<file path="config.mk">
export PLATFORM = sky130hd
export DESIGN_NAME = vga_timing_gen
export DESIGN_NICKNAME = d
export VERILOG_FILES = /design/src/rtl/vga_timing_pkg.sv /design/src/rtl/sync_delay_line.sv /design/src/rtl/vga_timing_gen.sv
export SDC_FILE = /design/constraint.sdc
export NUM_CORES = 1
export LEC_CHECK = 0
export ABC_CLOCK_PERIOD_IN_PS = 2300
export CAP_MARGIN = 20
export CORE_UTILIZATION = 45
export DETAILED_ROUTE_END_ITERATION = 10
export GPL_TIMING_DRIVEN = 0
export HOLD_SLACK_MARGIN = 0.1
export PLACE_DENSITY = 0.82
export SYNTH_ARGS = -nofsm -noshare
export SYNTH_HDL_FRONTEND = slang
export SYNTH_SLANG_ARGS = --single-unit
</file>
<file path="constraint.sdc">
create_clock -name vga_clk -period 2.3 [get_ports vga_clk]
set_input_delay 0.575 -clock vga_clk [delete_from_list [all_inputs] [get_ports vga_clk]]
set_output_delay 0.575 -clock vga_clk [all_outputs]
set_load 0.01 [all_outputs]
</file>
<file path="src/rtl/vga_timing_pkg.sv">
// Shared raster timing defaults and helpers for the VGA timing generator.
package vga_timing_pkg;

  localparam int unsigned DEF_H_VISIBLE = 640;
  localparam int unsigned DEF_H_FRONT   = 16;
  localparam int unsigned DEF_H_SYNC    = 96;
  localparam int unsigned DEF_H_BACK    = 48;
  localparam int unsigned DEF_V_VISIBLE = 480;
  localparam int unsigned DEF_V_FRONT   = 10;
  localparam int unsigned DEF_V_SYNC    = 2;
  localparam int unsigned DEF_V_BACK    = 33;
  localparam int unsigned DEF_SYNC_DELAY = 2;

  localparam int unsigned COORD_LIMIT = 1024;

  typedef logic [9:0] coord_t;

  function automatic int unsigned h_total(input int unsigned vis, input int unsigned front,
                                          input int unsigned sync, input int unsigned back);
    return vis + front + sync + back;
  endfunction

  function automatic int unsigned v_total(input int unsigned vis, input int unsigned front,
                                          input int unsigned sync, input int unsigned back);
    return vis + front + sync + back;
  endfunction

endpackage

</file>
<file path="src/rtl/sync_delay_line.sv">
// Resettable multi-bit shift pipeline; DEPTH=0 degenerates to a wire.
module sync_delay_line #(
  parameter int unsigned         WIDTH     = 1,
  parameter int unsigned         DEPTH     = 2,
  parameter logic [WIDTH-1:0]    RESET_VAL = '1
) (
  input  logic             i_clk,
  input  logic             i_rst_n,
  input  logic [WIDTH-1:0] i_d,
  output logic [WIDTH-1:0] o_q
);

  generate
    if (DEPTH == 0) begin : g_wire
      logic w_unused;
      assign w_unused = i_clk ^ i_rst_n;
      assign o_q = i_d;
    end else begin : g_pipe
      logic [WIDTH-1:0] r_stage [DEPTH];

      always_ff @(posedge i_clk) begin
        if (!i_rst_n) begin
          for (int unsigned i = 0; i < DEPTH; i++) r_stage[i] <= RESET_VAL;
        end else begin
          r_stage[0] <= i_d;
          for (int unsigned i = 1; i < DEPTH; i++) r_stage[i] <= r_stage[i-1];
        end
      end

      assign o_q = r_stage[DEPTH-1];
    end
  endgenerate

endmodule

</file>
<file path="src/rtl/vga_timing_gen.sv">
// VGA raster counters with zero-latency blank decode, delayed hs/vs and a
// once-per-frame vblank strobe plus frame counter.
module vga_timing_gen
  import vga_timing_pkg::*;
#(
  parameter int unsigned H_VISIBLE  = DEF_H_VISIBLE,
  parameter int unsigned H_FRONT    = DEF_H_FRONT,
  parameter int unsigned H_SYNC     = DEF_H_SYNC,
  parameter int unsigned H_BACK     = DEF_H_BACK,
  parameter int unsigned V_VISIBLE  = DEF_V_VISIBLE,
  parameter int unsigned V_FRONT    = DEF_V_FRONT,
  parameter int unsigned V_SYNC     = DEF_V_SYNC,
  parameter int unsigned V_BACK     = DEF_V_BACK,
  parameter int unsigned SYNC_DELAY = DEF_SYNC_DELAY
) (
  input  logic        vga_clk,
  input  logic        reset_n,
  output logic [9:0]  DrawX,
  output logic [9:0]  DrawY,
  output logic        blank,
  output logic        hs,
  output logic        vs,
  output logic        vblank_start,
  output logic [15:0] frame_count
);

  localparam int unsigned H_TOTAL = h_total(H_VISIBLE, H_FRONT, H_SYNC, H_BACK);
  localparam int unsigned V_TOTAL = v_total(V_VISIBLE, V_FRONT, V_SYNC, V_BACK);

  generate
    if (H_TOTAL > COORD_LIMIT || V_TOTAL > COORD_LIMIT || SYNC_DELAY > 4) begin : g_bad_params
      $error("vga_timing_gen: totals must be <= 1024 and SYNC_DELAY within 0..4");
    end
  endgenerate

  // 11-bit bounds so a sync window ending exactly at 1024 still compares correctly
  localparam logic [10:0] HVIS_B = 11'(H_VISIBLE);
  localparam logic [10:0] VVIS_B = 11'(V_VISIBLE);
  localparam logic [10:0] HS_LO  = 11'(H_VISIBLE + H_FRONT);
  localparam logic [10:0] HS_HI  = 11'(H_VISIBLE + H_FRONT + H_SYNC);
  localparam logic [10:0] VS_LO  = 11'(V_VISIBLE + V_FRONT);
  localparam logic [10:0] VS_HI  = 11'(V_VISIBLE + V_FRONT + V_SYNC);
  localparam coord_t      HC_LAST = coord_t'(H_TOTAL - 1);
  localparam coord_t      VC_LAST = coord_t'(V_TOTAL - 1);
  localparam coord_t      VC_VBL  = coord_t'(V_VISIBLE);

  coord_t      r_hc;
  coord_t      r_vc;
  logic        r_vblank_start;
  logic [15:0] r_frame_count;

  logic        w_h_last;
  logic        w_v_last;
  logic        w_vbs_hit;
  logic        w_hs_raw;
  logic        w_vs_raw;
  logic [1:0]  w_sync_dly;

  assign w_h_last  = (r_hc == HC_LAST);
  assign w_v_last  = (r_vc == VC_LAST);
  assign w_vbs_hit = (r_hc == '0) && (r_vc == VC_VBL);

  always_ff @(posedge vga_clk) begin
    if (!reset_n) begin
      r_hc           <= '0;
      r_vc           <= '0;
      r_vblank_start <= 1'b0;
      r_frame_count  <= '0;
    end else begin
      r_vblank_start <= w_vbs_hit;
      if (w_vbs_hit) r_frame_count <= r_frame_count + 16'd1;
      if (w_h_last) begin
        r_hc <= '0;
        r_vc <= w_v_last ? '0 : r_vc + coord_t'(1);
      end else begin
        r_hc <= r_hc + coord_t'(1);
      end
    end
  end

  assign w_hs_raw = !(({1'b0, r_hc} >= HS_LO) && ({1'b0, r_hc} < HS_HI));
  assign w_vs_raw = !(({1'b0, r_vc} >= VS_LO) && ({1'b0, r_vc} < VS_HI));

  sync_delay_line #(
    .WIDTH     (2),
    .DEPTH     (SYNC_DELAY),
    .RESET_VAL (2'b11)
  ) u_sync_delay (
    .i_clk   (vga_clk),
    .i_rst_n (reset_n),
    .i_d     ({w_hs_raw, w_vs_raw}),
    .o_q     (w_sync_dly)
  );

  assign DrawX        = r_hc;
  assign DrawY        = r_vc;
  assign blank        = ({1'b0, r_hc} < HVIS_B) && ({1'b0, r_vc} < VVIS_B) && reset_n;
  assign hs           = w_sync_dly[1];
  assign vs           = w_sync_dly[0];
  assign vblank_start = r_vblank_start;
  assign frame_count  = r_frame_count;

endmodule
</file>
# Word level (Yosys, flattened, before mapping)
# Memories as Yosys holds them, arrays and structs flattened.
# Cells that the tools add are included.
[totals] memories=1 mem_bits_rw=4 output_inout_bits=40 reg_bits=37
[mem_list] name="u_sync_delay.g_pipe.r_stage" depth=2 width=2 rd=2 rd_ports_with_merged_regs=0 wr=2 line_no="sync_delay_line.sv:19" rtl="logic [WIDTH-1:0] r_stage [DEPTH];"
[op_classes] bitwise_logic=3 n_addsub=3 n_reduce_logical=9 eq_ne=3 mux=5 order_cmp=6
[ops] op="10-bit by 1-bit adder with 10-bit output (second input constant)" count=2
[ops] op="10-bit equality test (second input constant)" count=2
[ops] op="10-bit < comparator (second input constant)" count=2
[ops] op="10-bit by 9-bit < comparator with 1-bit output (second input constant)" count=2
[ops] op="16-bit by 1-bit adder with 16-bit output (second input constant)" count=1
[ops] op="10-bit by 9-bit equality test with 1-bit output (second input constant)" count=1
[ops] op="10-bit greater-or-equal comparator (second input constant)" count=1
[ops] op="10-bit by 9-bit greater-or-equal comparator with 1-bit output (second input constant)" count=1
[ops] op="10-bit logical NOT" count=1
[ops] op="10-bit 2-to-1 mux" count=1
[ops] op="1-bit logical AND" count=5
[ops] op="2-bit 2-to-1 mux" count=2
[ops] op="1-bit logical NOT" count=2
[ops] op="1-bit 2-to-1 mux" count=2
[ops] op="1-bit OR" count=2
[ops] op="2-bit OR reduction" count=1
[ops] op="1-bit inverter" count=1

# Depth between registers and ports, before layout
[logic_depth] ltp_word=4 ltp_mapped=8 depth_no_buf=6

# Modules after synthesis
# A second synthesis with hierarchy kept.
[hier_totals] cells_unflattened=236 hier_area_um2=2011.9
[by_module_without_submodules] mod="vga_timing_gen" seq_area_each_um2=740.7 cells_each=226 instances=1 area_per_inst_um2=1891.8
[by_module_without_submodules] mod="sync_delay_line" seq_area_each_um2=80.1 cells_each=10 instances=1 area_per_inst_um2=120.1

# Worst setup path before layout
# Ideal clock, no wire load.
[synth_path] kind="register to register" startpoint="register r_vc[0], in the netlist DrawY[0]" endpoint="register r_frame_count[3], in the netlist frame_count[3]" arrival_time_ps=1808 setup_time_ps=71 stages_incl_launch_ff=7 setup_slack_ps=421 period_less_slack_ps=1879 required_ps=2229 cell_sequence="dfxtp_1 > inv_1 > ha_1 > or4b_1 > buf_2 > or4_1 > a21oi_1"
[synth_via] elab_chain_len=2
[synth_rtl] element="from (decl)" line_no="vga_timing_gen.sv:48" rtl="coord_t r_vc;"
[synth_rtl] element="from (signal assigned)" line_no="vga_timing_gen.sv:74" rtl="r_vc <= w_v_last ? '0 : r_vc + coord_t'(1);"
[synth_rtl] element="10-bit by 9-bit equality test with 1-bit output" line_no="vga_timing_gen.sv:61" rtl="assign w_vbs_hit = (r_hc == '0) && (r_vc == VC_VBL);"
[synth_rtl] element="1-bit logical AND" line_no="vga_timing_gen.sv:61"
[synth_rtl] element="to (signal assigned)" line_no="vga_timing_gen.sv:71" rtl="if (w_vbs_hit) r_frame_count <= r_frame_count + 16'd1;"
[synth_rtl] element="to (decl)" line_no="vga_timing_gen.sv:50" rtl="logic [15:0] r_frame_count;"
# Every way passes these cells.
# A chain may end at the register's enable or synchronous reset.

# Worst setup path in the final report
[layout_path] startpoint="register r_hc[8], in the netlist DrawX[8]" endpoint="output blank"
[layout_via] elab_chain_len=3
[layout_rtl] element="from (decl)" line_no="vga_timing_gen.sv:47" rtl="coord_t r_hc;"
[layout_rtl] element="from (signal assigned)" line_no="vga_timing_gen.sv:76" rtl="r_hc <= r_hc + coord_t'(1);"
[layout_rtl] element="10-bit < comparator" line_no="vga_timing_gen.sv:97" rtl="assign blank = ({1'b0, r_hc} < HVIS_B) && ({1'b0, r_vc} < VVIS_B) && reset_n;"
[layout_rtl] element="1-bit logical AND (2 in a row)" line_no="vga_timing_gen.sv:97"
[layout_rtl] element="to (decl)" line_no="vga_timing_gen.sv:20" rtl="output logic blank,"
# Every way passes these cells.

==> metrics.md <==
| Metric | Value |
|---|---|
| Status | `completed` |
| Via density | `5.86` |
| Commonest non-fill, non-tap cell in the layout | `dfxtp_1` |
| Num CTS Buffers | `5` |
| Most frequent cells in the layout | `dfxtp_1 (41), clkdlybuf4s50_1 (39), nand3_1 (17), a21oi_1 (17), nand2_1 (13)` |
| Fin nets | `287` |
| Post-route worst setup slack | `0.204 ns` |
| Peak supply drop | `318 uV` |
| Register area | `821 sq um` |
| EDFF count, synth | `0` |
| Antenna violations before repair | `0` |
| Final setup viols | `0` |
| R2R Setup Slk | `0.21 ns` |
| CORE AREA | `0.00438 sq mm` |
| Mapped Cells | `231` |
| Clk buf depth | `2` |
| # H-tree levels | `2` |
| FP Rows | `24` |
| Max-slew headroom | `67.3%` |
| Hold endpoint | `u_sync_delay.g_pipe.r_stage[0][2]$_SDFF_PN1_` |
| Synth Flop Type | `dfxtp_1` |
| IO buf count | `41` |
| Synthesized Nets | `239` |
| Max-cap violations | `0` |
| Synth Area per Inst | `8.89 sq um` |
| FILL cells | `387` |
| Chip width | `69.5 um` |
| Area grow syn2layout | `27.9%` |
| Async set or reset register ratio after synthesis | `0%` |
| Die H | `69.5 um` |
| Gr ovfl total | `0` |
| Max Transition Viols Final | `0` |
| Worst-Skew Late Latency | `0.31 ns` |
| Gpl congestion | `0.779` |
| Final Cycle Share | `91.1%` |
| CP arrival | `1.52 ns` |
| WL final | `4790 um` |
| Clk pin slew, worst setup/hold paths | `0.09 ns` |
| Fin area | `0.00263 sq mm` |
| Hold Crit Class | `reg2reg` |
| Largest net degree at the start of global routing | `14` |
| Placed instance area | `0.00253 sq mm` |
| Final Hold Vio Count | `0` |
| DP HPWL | `3360 um` |
| Die area | `0.00484 sq mm` |
| DR vias | `1947` |
| CTS Hold Bufs | `0` |
| Final ANT Viol Nets | `0` |
| Crit end category | `output port` |
| Share of layout cells above drive strength 1 | `8.93%` |
| Drt initial violations | `135` |
| Yosys synthesis warning count | `0` |
| Global-route usage over all layers | `20.7%` |
| Power Dens Cells | `477 mW/mm^2` |
| DRC viols | `0` |
| CTS tree | `done` |
| Post-layout util | `59.9%` |
| Global-route wire length before repair | `8140 um` |
| Crit-path max FO | `10` |
| Worst hold start | `u_sync_delay.g_pipe.r_stage[0][0]$_SDFF_PN1_` |
| Worst slew pin tran | `0.491 ns` |
| Sequential area share after synthesis | `40.0%` |
| Post-route minimum period | `2.10 ns` |
| Vias in the first global route | `1791` |
| Starting Density | `46.8%` |
| Synth unique cells | `40` |
| Area occupied by multi-input gates | `0.00115 sq mm` |
| Largest cells by area after synthesis | `dfxtp_1 (40%), a21oi_1 (4.1%), nand3_1 (4.1%)` |
| Routed wire length per instance | `14.4 um` |
| Reg2Reg Capture Point | `frame_count[3]$_SDFFE_PN0P_` |
| Critical path class | `reg2out` |
| Setup Skew | `0.0105 ns` |
| Clk Tree Root Cell | `clkbuf_8` |
| N_diodes | `0` |
| WP data required | `1.73 ns` |
| Detailed Routing Iterations Pass 1 | `4` |
| R2R depth | `6` |
| Post-synthesis register bit count | `41` |
| PnR Total Power | `1.25 mW` |
| Placed insts | `324` |
| Cell taking the most area after synthesis | `dfxtp_1` |
| Sink Count | `41` |
| R2R Path Start | `DrawY[0]$_SDFFE_PN0N_` |
| Hold path cells | `1` |
| Yosys top cell area share | `40.0%` |
| Final Non-Filler Cells | `332` |
| Num ports | `42` |
| Pre-CTS WS | `-0.796 ns` |
| Startpoint Class | `flip-flop` |
| Setup bufs post-CTS | `0` |
| Lkg Pwr | `0.901 nW` |
| Cell area after synthesis | `0.00205 sq mm` |
| Max Freq | `477 MHz` |
[synthesized netlist by cell type (2+ instances only)]
cell / n
and4_1: 5
o311ai_0: 5
and3_1: 7
nor3_1: 4
nand2_1: 13
inv_1: 7
nor4b_4: 2
a21oi_1: 17
clkbuf_1: 5
nand2b_1: 8
o21ai_0: 7
or4_1: 9
and2_1: 2
nor2_1: 12
buf_2: 5
nand4_1: 12
ha_1: 6
or3_1: 6
nand3_1: 17
o41ai_1: 5
xnor2_1: 2
dfxtp_1: 41
o31ai_1: 9
xor2_1: 9
[kinds of logic after synthesis]
kind of cell             synth area share, %
multiplexers                           0.488
adder cells (fa/ha/maj)                 3.66
flip-flops                              40.0
XOR/XNOR                                4.69
AO/OA/AOI/OAI                           14.1
buffers and inverters                   4.69
AND/OR/NAND/NOR                         32.4
[worst max-delay path by stage]
stage,start,slack (ns),to
6_report,DrawX[8]$_SDFF_PP0_,0.20,blank
5_1_grt,DrawY[0]$_SDFFE_PN0N_,-0.01,frame_count[13]$_SDFFE_PN0P_
2_1_floorplan,DrawY[0]$_SDFFE_PN0N_,0.42,frame_count[3]$_SDFFE_PN0P_
3_5_place_dp,reset_n,-0.80,blank
4_1_cts,DrawX[0]$_SDFF_PP0_,0.09,DrawY[2]$_SDFFE_PN0N_
3_3_place_gp,reset_n,-0.80,blank
[through the flow]
step | setup TNS, ns | hold slack (ns)
global placement | -0.831 | 0.392
global route | -0.0116 | 0.429
finish | 0 | 0.413
detailed placement | -0.946 | 0.398
floorplan | 0 | 0.386
CTS | 0 | 0.418
[registers in the layout (all words and copies together), names as in the netlist]
signal	cells
u_sync_delay.g_pipe.r_stage	4
DrawY	10
frame_count	16
DrawX	10
vblank_start	1
[power by group]
part	leakage, nW	switching, mW	total, mW	internal (mW)
clock	0.0374	0.269	0.483	0.214
sequential	0.331	0.00687	0.720	0.714
combinational	0.533	0.0296	0.0504	0.0208
total	0.901	0.305	1.25	0.948
[worst max-delay path, cell delays in order (launching register included)]
cell           delay, ns
dfxtp_1             0.32
buf_2               0.18
o21ai_0             0.20
nand2_1             0.07
nor3_1              0.15
dlygate4sd2_1       0.29
[layer usage]
| metal | part of all wire (%) | GRT usage, % | vias to the layer above |
|---|---|---|---|
| met4 | 1.2 | 6.35 | 0 |
| met5 | 0 | 0 | - |
| li1 | - | - | 966 |
| met2 | 45 | 33.8 | 64 |
| met1 | 46 | 26.3 | 910 |
| met3 | 7.1 | 6.25 | 7 |
[timing repair]
action	in CTS	in global routing
gates resized for setup	8	6
setup endpoints to repair	1	11
gates cloned	0	0
pin swaps	0	0
[cell type report]
class | count | share of cell area, %
plain buffers | 13 | 2.57
clock buffers | 6 | 2.76
clock inverters | 2 | 0.572
inverters | 8 | 1.33
multi-input cells | 169 | 43.6
flip-flops and latches | 41 | 31.3
well taps | 52 | 2.48
repair buffers | 41 | 15.4
Power figures use the tool's default switching activity.
